**config.mk**
```make
export PLATFORM = sky130hd
export DESIGN_NAME = seq_multiplier
export DESIGN_NICKNAME = d
export VERILOG_FILES = /design/src/rtl/seq_multiplier.sv
export SDC_FILE = /design/constraint.sdc
export NUM_CORES = 1
export LEC_CHECK = 0
export ABC_AREA = 1
export CAP_MARGIN = 15
export CORE_ASPECT_RATIO = 0.9
export CORE_MARGIN = 5
export CORE_UTILIZATION = 45
export CTS_CLUSTER_SIZE = 30
export DETAILED_ROUTE_END_ITERATION = 16
export GPL_TIMING_DRIVEN = 0
export PLACE_DENSITY = 0.78
export SLEW_MARGIN = 10
export SYNTH_ARGS = -nofsm -noshare
export SYNTH_HDL_FRONTEND = slang
export SYNTH_SLANG_ARGS = --single-unit
```
**constraint.sdc**
```tcl
create_clock -name clk -period 3 [get_ports clk]
set_input_delay 0.6 -clock clk [delete_from_list [all_inputs] [get_ports clk]]
set_output_delay 0.6 -clock clk [all_outputs]
set_load 0.1 [all_outputs]
```
**src/rtl/seq_multiplier.sv**
```systemverilog
// Sequential radix-2 Booth multiplier for signed operands.
// One Booth step per clock; the result lands WIDTH-1 cycles after the accept edge.
module seq_multiplier #(
  parameter int WIDTH = 16
) (
  input  logic                 clk,
  input  logic                 rst_n,
  input  logic                 start,
  input  logic [WIDTH-1:0]     multiplicand,
  input  logic [WIDTH-1:0]     multiplier,
  output logic                 ready,
  output logic [2*WIDTH-1:0]   product
);

  localparam int CW = $clog2(WIDTH);

  typedef enum logic {IDLE, BUSY} state_e;

  state_e             state_q, state_d;
  logic [CW-1:0]      step_q, step_d;
  logic [WIDTH:0]     mcand_q, mcand_d;
  logic [WIDTH:0]     acc_q, acc_d;
  logic [WIDTH-1:0]   mplr_q, mplr_d;
  logic               q1_q, q1_d;
  logic               ready_q, ready_d;
  logic [2*WIDTH-1:0] prod_q, prod_d;

  logic               load;
  logic [WIDTH:0]     src_m, src_acc, sum, acc_sh;
  logic [WIDTH-1:0]   src_mplr, mplr_sh;
  logic               src_q1;

  // Step 0 runs on the raw inputs so the accept edge already does work.
  always_comb begin
    load     = (state_q == IDLE) && start;
    src_m    = load ? {multiplicand[WIDTH-1], multiplicand} : mcand_q;
    src_acc  = load ? '0 : acc_q;
    src_mplr = load ? multiplier : mplr_q;
    src_q1   = load ? 1'b0 : q1_q;
    unique case ({src_mplr[0], src_q1})
      2'b01:   sum = src_acc + src_m;
      2'b10:   sum = src_acc - src_m;
      default: sum = src_acc;
    endcase
    acc_sh  = {sum[WIDTH], sum[WIDTH:1]};
    mplr_sh = {sum[0], src_mplr[WIDTH-1:1]};
  end

  always_comb begin
    state_d = state_q;
    step_d  = step_q;
    mcand_d = mcand_q;
    acc_d   = acc_q;
    mplr_d  = mplr_q;
    q1_d    = q1_q;
    ready_d = ready_q;
    prod_d  = prod_q;
    unique case (state_q)
      IDLE: begin
        if (start) begin
          mcand_d = src_m;
          acc_d   = acc_sh;
          mplr_d  = mplr_sh;
          q1_d    = src_mplr[0];
          step_d  = CW'(1);
          ready_d = 1'b0;
          state_d = BUSY;
        end
      end
      BUSY: begin
        acc_d  = acc_sh;
        mplr_d = mplr_sh;
        q1_d   = src_mplr[0];
        if (step_q == CW'(WIDTH - 1)) begin
          prod_d  = {acc_sh[WIDTH-1:0], mplr_sh};
          ready_d = 1'b1;
          step_d  = '0;
          state_d = IDLE;
        end else begin
          step_d = step_q + CW'(1);
        end
      end
      default: state_d = IDLE;
    endcase
  end

  always_ff @(posedge clk or negedge rst_n) begin
    if (!rst_n) begin
      state_q <= IDLE;
      step_q  <= '0;
      mcand_q <= '0;
      acc_q   <= '0;
      mplr_q  <= '0;
      q1_q    <= 1'b0;
      ready_q <= 1'b0;
      prod_q  <= '0;
    end else begin
      state_q <= state_d;
      step_q  <= step_d;
      mcand_q <= mcand_d;
      acc_q   <= acc_d;
      mplr_q  <= mplr_d;
      q1_q    <= q1_d;
      ready_q <= ready_d;
      prod_q  <= prod_d;
    end
  end

  assign ready   = ready_q;
  assign product = prod_q;

endmodule

```
==> metrics.md, run 1 <==
| Metric | Value |
|---|---|
| Actual slew at the worst max-slew pin | `between 1 and 1.5 ns` |
| Top Ports | `68` |
| Total of max-cap violations | `0` |
| Die H | `110.1 um` |
| CTS Buffer Depth | `2` |
| H-Tree Depth | `3` |
| HP Class | `in2async` |
| DRT antenna net count | `0` |
| Root buffer cell | `clkbuf_16` |
| Post-Route WL | `15670 um` |
| Hold Fails Final Rpt | `0` |
| Clk Latency, worst-skew pair | `0.35 ns` |
| FF-to-FF End | `product[31]$_DFFE_PN0P_` |
| Skew final | `0.007291 ns` |
| Commonest cells after routing, fill and taps aside | `204 x nand2_1, 87 x dfrtp_1, 66 x inv_1, 64 x clkdlybuf4s50_1, 50 x o21ai_0` |
| Post-Syn Nets | `723` |
| DP Wirelength | `9817 um` |
| Sequential fraction of the synthesis area | `43.92%` |
| Design Area, Final | `7249 sq um` |
| Total Die Area | `roughly 13000 sq um` |
| Minimum clock period | `~3.4 ns` |
| Gate Count Post-Synth | `668` |
| Area grow syn2layout | `44.60%` |
| DRT met1 WL | `6392 um` |
| Final Max Tran Viols | `0` |
| Final worst setup slack | `-0.4151 ns` |
| Max-Slew Margin vs Limit | `32.49%` |
| Commonest non-fill, non-tap cell in the layout | `nand2_1` |
| CP startpoint kind | `register` |
| Global route total overflow | `0` |
| Share of cells above drive strength 1 | `about a quarter` |
| Drt initial violations | `400` |
| DRT Pass-1 Iters | `5` |
| R2R depth | `23` |
| Post-layout util | `66.78%` |
| Synth async-reset ratio | `100.0%` |
| Setup Crit Path Kind | `reg2reg` |
| Post-synth EDFFs | `0` |
| # DRC | `0` |
| Synth Register Bits | `88` |
| Cts bufs inserted | `9` |
| CP Max Fanout | `7` |
| First-pass GRT wire length | `23750 um` |
| Routed len/inst | `16.60 um` |
| Unrepaired setup endpoints after global routing | `true` |
| Worst r2r src | `state_q$_DFF_PN0_` |
| Met3 wire length | `964 um` |
| Layout Cells excl Fill | `944` |
| FMAX | `a little under 0.3 GHz` |
| Setup Viol. Count Final | `24` |
| GRT Overall Usage | `approximately 22%` |
| Number of I/O port buffers | `67` |
| Ys flop type | `dfrtp_1` |
| Initial antenna violation count | `0` |
| Num rows | `36` |
| Syn Std Cell Area | `5014 sq um` |
| Vias per cell | `5.335` |
| CP Data Required Time | `3.24 ns` |
| Placed cells | `888` |
| DIE WIDTH | `121.3 um` |
| CTS sink cnt | `88` |
| Largest net degree at the start of global routing | `63` |
| Failing checks | `setup timing` |
| Number of diodes | `0` |
| Area post-placement | `6026 sq um` |
| Clock Pin Slew Worst Setup and Hold Paths | `0.07 ns` |
| Vias | `5036` |
| Final Cycle Share | `113.8%` |
| CP arrival | `3.66 ns` |
| Vias in the first global route | `4998` |
| Top routing layer in use | `met4` |
| Yosys warnings | `0` |
| Run status | `finished, violations left` |
| Core Box Area | `roughly 11000 sq um` |
| CTS tree | `yes` |
| Crit end category | `register` |
| Netlist cell types | `38` |
| Initial Util | `46.18%` |
| Met2 wire len | `7888 um` |
| Synthesized area per cell | `about 7.5 sq um` |
| R2r setup slk | `-0.42 ns` |
| Final Wtd Congestion | `a little over 0.9` |
| Fin nets | `843` |
==> routing by layer <==
metal  up-vias  global-route usage (%)
met5         -                       0
met4         0                   8.080
met3        41                   3.418
met2       203                   38.04
met1      2446                   28.60
li1       2346                       -
==> worst max-delay path, stage by stage, from the launching register on <==
cell     delay, ns
dfrtp_2       0.45
inv_2         0.10
nand2_4       0.08
buf_8         0.14
nand2_1       0.09
nand2_4       0.09
nor2_4        0.13
nand4_1       0.16
nor2_4        0.21
nand2_1       0.12
nand2_2       0.12
o21ai_1       0.11
xor2_1        0.18
ha_1          0.34
inv_1         0.07
nor3_2        0.19
nor3b_2       0.21
a21oi_2       0.09
inv_1         0.07
nand2_1       0.07
nand3_1       0.09
nand2_1       0.09
nand2_1       0.07
nand2_1       0.04
==> Yosys cell counts, types with 2 or more instances <==
master | n | area share, %
a21o_1 | 2 | 0.30
a21oi_1 | 16 | 1.6
a31oi_1 | 3 | 0.37
buf_2 | 4 | 0.40
buf_6 | 4 | 0.90
clkbuf_1 | 17 | 1.3
dfrtp_1 | 88 | 44
ha_1 | 19 | 4.7
inv_1 | 74 | 5.5
nand2_1 | 226 | 17
nand2_2 | 3 | 0.37
nand3_1 | 35 | 3.5
nand3_2 | 2 | 0.40
nand3b_1 | 3 | 0.45
nor2_1 | 40 | 3.0
nor2_2 | 5 | 0.62
nor3_1 | 4 | 0.40
o21ai_0 | 77 | 7.7
o21ai_1 | 2 | 0.20
o21bai_1 | 3 | 0.45
xnor2_1 | 9 | 1.6
xor2_1 | 16 | 2.8
==> area by class of cell <==
type | instances | area, sq um
timing repair buffer | 110 | 1017
clock inverter | 6 | 92.59
buffer | 26 | 196.4
sequential | 88 | 2203
fill | 816 | 3606
clock buffer | 9 | 225.2
inverter | 75 | 304.0
multi-input combinational | 478 | 3020
tap | 152 | 190.2
==> through the flow <==
step,setup TNS [ns],hold slack [ns],worst slack [ns]
2_1_floorplan,-0.5993,0.3044,-0.1696
3_3_place_gp,-193.32,0.4518,-1.835
3_5_place_dp,-34.41,0.4650,-1.309
4_1_cts,-1.733,0.1760,-0.1896
5_1_grt,-8.990,0.1927,-0.6762
6_report,-5.476,0.1603,-0.4151
==> timing repair <==
action | CTS | global route
gates resized for setup | 77 | 69
gates cloned | 1 | 0
hold buffers | 0 | 0
pin swaps | 36 | 32
setup buffers | 23 | 18
hold endpoints to repair | 0 | 0
setup endpoints to repair | 32 | 25
==> state kept, by name, summed over array words and instances, names as in the netlist <==
signal,flops
mplr_q,16
mcand_q,17
ready,1
q1_q,1
acc_q,16
product,32
state_q,1
step_q,4
==> logic make-up (layout without fill, tap and decap cells) <==
family,count (synthesis),after routing,share of synthesized area (%)
AOI/OAI and AO/OA,109,109,11.53
xor gates and xnor gates,25,25,4.367
adders and majority gates,20,20,5.141
buffers and inverters,102,226,8.410
DFF,88,88,43.92
muxes,1,1,0.1997
and+or+nand+nor,323,323,26.43
==> worst max path at each step <==
stage | from | slack [ns] | to | depth (start not counted)
after floorplan | start | -0.17 | acc_q[14]$_DFFE_PN0P_ | 25
after detailed placement | start | -1.31 | product[31]$_DFFE_PN0P_ | 23
after global routing | state_q$_DFF_PN0_ | -0.68 | acc_q[15]$_DFFE_PN0P_ | 23
final | state_q$_DFF_PN0_ | -0.42 | product[31]$_DFFE_PN0P_ | 23
after global placement | rst_n | -1.83 | mcand_q[2]$_DFFE_PN0N_ | 1
after CTS | state_q$_DFF_PN0_ | -0.19 | product[31]$_DFFE_PN0P_ | 24
Power of run 1 is not shown: default switching activity piles up to over one toggle a cycle in this logic, so the estimate is an artifact.
==> inputs of run 2 (changes only) <==
- MAX_ROUTING_LAYER: default -> met4
==> metrics.md, run 2 (synthesis results as in run 1) <==
| Metric | Value |
|---|---|
| Run status | `finished, violations left` |
| Failing checks | `setup timing` |
| Crit-path slowest cell | `ha_4` |
| Final Cycle Share | `114.2%` |
| Hold-fix buffers, CTS | `0` |
| Cell family with most CP delay | `simple AND/OR/NAND/NOR gates` |
| Vias in the first global route | `5030` |
| Total of max-cap violations | `0` |
| FMAX | `0.2919 GHz` |
| CP Max Fanout | `10` |
| CTS tree | `yes` |
| Max-Slew Margin vs Limit | `about 33%` |
| Footprint of the multi-input gates | `3123 sq um` |
| Top routing layer in use | `met4` |
| Register area | `2203 sq um` |
| Post-Route WL | `around 16000 um` |
| Unrepaired setup endpoints after global routing | `true` |
| Met3 wire length | `958 um` |
| Fin nets | `855` |
| Global route total overflow | `0` |
| Hold Fails Final Rpt | `0` |
| H-Tree Depth | `3` |
| Clk Latency, worst-skew pair | `0.35 ns` |
| HP Class | `in2async` |
| Commonest non-fill, non-tap cell in the layout | `nand2_1` |
| WP buf/inv | `6` |
| Minimum clock period | `3.426 ns` |
| Vias per cell | `5.381` |
| CP arrival | `3.66 ns` |
| Largest register FFs | `32` |
| Area grow syn2layout | `48.42%` |
| First-pass GRT wire length | `roughly 24000 um` |
| CTS Buffer Depth | `2` |
| Commonest cells after routing, fill and taps aside | `197 x nand2_1, 87 x dfrtp_1, 66 x inv_1, 64 x clkdlybuf4s50_1, 46 x buf_4` |
| Setup Viol. Count Final | `24` |
| Total Die Area | `13360 sq um` |
| Initial antenna violation count | `0` |
| Largest net degree at the start of global routing | `63` |
| Final worst setup slack | `-0.4258 ns` |
| GRT Overall Usage | `a little under a quarter` |
| Fillers | `777` |
| Final Max Tran Viols | `0` |
| Vias | `5150` |
| Crit end category | `register` |
| DIE WIDTH | `121.3 um` |
| Placed cells | `888` |
| CP startpoint kind | `primary input` |
| Area post-placement | `6026 sq um` |
| Top Ports | `68` |
| Setup Crit Path Kind | `in2reg` |
| Num rows | `36` |
| Layout Cells excl Fill | `~960` |
| Design Area, Final | `roughly 7400 sq um` |
| Routed len/inst | `16.91 um` |
| Clock Pin Slew Worst Setup and Hold Paths | `about 0.070 ns` |
| Root buffer cell | `clkbuf_16` |
| Skew final | `between 0.01 and 0.015 ns` |
| WHS | `0.1640 ns` |
| Actual slew at the worst max-slew pin | `1.007 ns` |
| DRT antenna net count | `0` |
| CTS sink cnt | `88` |
| DRT met1 WL | `6452 um` |
| DRT Pass-1 Iters | `5` |
| Met2 wire len | `between 8000 and 9000 um` |
| Number of I/O port buffers | `67` |
| Most used cell, CP | `nand2_4` |
| Share of cells above drive strength 1 | `26.34%` |
| Initial Util | `46.18%` |
| DP Wirelength | `roughly 9700 um` |
| Core Box Area | `10860 sq um` |
| Die H | `110.1 um` |
| # DRC | `0` |
| Cts bufs inserted | `9` |
| Final Wtd Congestion | `0.9347` |
| Crit-path max cell delay | `0.31 ns` |
| Total negative slack | `-5.775 ns` |
| CP Data Required Time | `3.24 ns` |
| Drt initial violations | `546` |
| Number of diodes | `0` |
run 2: changes by cell type in the layout (fill, tap and decap cells not counted), sizes merged:
cell,before,now
buf,54,66
bufinv,2,0
clkbuf,26,27
clkinvlp,2,1
dlygate4sd2,0,1
dlymetal6s2s,1,0
inv,76,79
run 2: repair_timing:
item                                    CTS  global route
pin swaps                                43            42
setup buffers                            31            23
endpoints found under the setup margin   32            24
cloned                                    1             0
resized for setup                        83            94
run 2: final cells by class:
cell class,instances,area share [%]
repair buffers,122,15.17
clock inverters,6,0.7567
clock buffers,10,3.212
flip-flops and latches,88,29.61
inverters,75,4.086
plain buffers,26,2.640
multi-input cells,478,41.97
well taps,152,2.556
run 2: worst paths after layout:
| check | slack [ns] | startpoint | depth (start not counted) | end |
|---|---|---|---|---|
| hold reg to reg | 0.48 | product[27]$_DFFE_PN0P_ | 2 | product[27]$_DFFE_PN0P_ |
| hold / removal | 0.16 | rst_n | 1 | product[3]$_DFFE_PN0P_ |
| max in group asynchronous | 2.20 | rst_n | 2 | state_q$_DFF_PN0_ |
| setup reg to reg | -0.42 | state_q$_DFF_PN0_ | 25 | acc_q[15]$_DFFE_PN0P_ |
| min in group clk | 0.48 | product[27]$_DFFE_PN0P_ | 2 | product[27]$_DFFE_PN0P_ |
| setup / recovery | -0.43 | start | 26 | acc_q[15]$_DFFE_PN0P_ |
run 2: worst register-to-register path, cell delays in order (launching register included):
cell and delay, ns:
dfrtp_2 0.44, inv_2 0.09, nand2_4 0.08, buf_8 0.15, nand2_4 0.07, nand2_4 0.07
inv_4 0.07, ha_4 0.14, nand3_4 0.07, nor2_4 0.18, nand3_4 0.11, o21ai_4 0.21
nand2_2 0.13, xor2_4 0.18, ha_4 0.31, buf_4 0.12, nand2_4 0.04, nor3_2 0.16
nor3b_2 0.21, a21oi_2 0.09, inv_1 0.07, nand2_1 0.08, nand3_2 0.09, nand2_2 0.06
nand2_1 0.06, nand2_1 0.05
run 2: metrics by stage:
stage / setup slack (ns) / utilization (%)
global route: -0.5899 / 68.55
CTS: -0.1690 / 63.27
global placement: -1.832 / 55.28
floorplan: -0.1696 / -
finish: -0.4258 / 68.55
detailed placement: -1.383 / 55.51
run 2: layer usage:
layer  GRT usage (%)  up-vias
met5               -        -
met3           4.592       67
met2           37.68      246
li1                -     2379
met4           7.040        0
met1           28.07     2458
Power of run 2 is left out for the same reason.
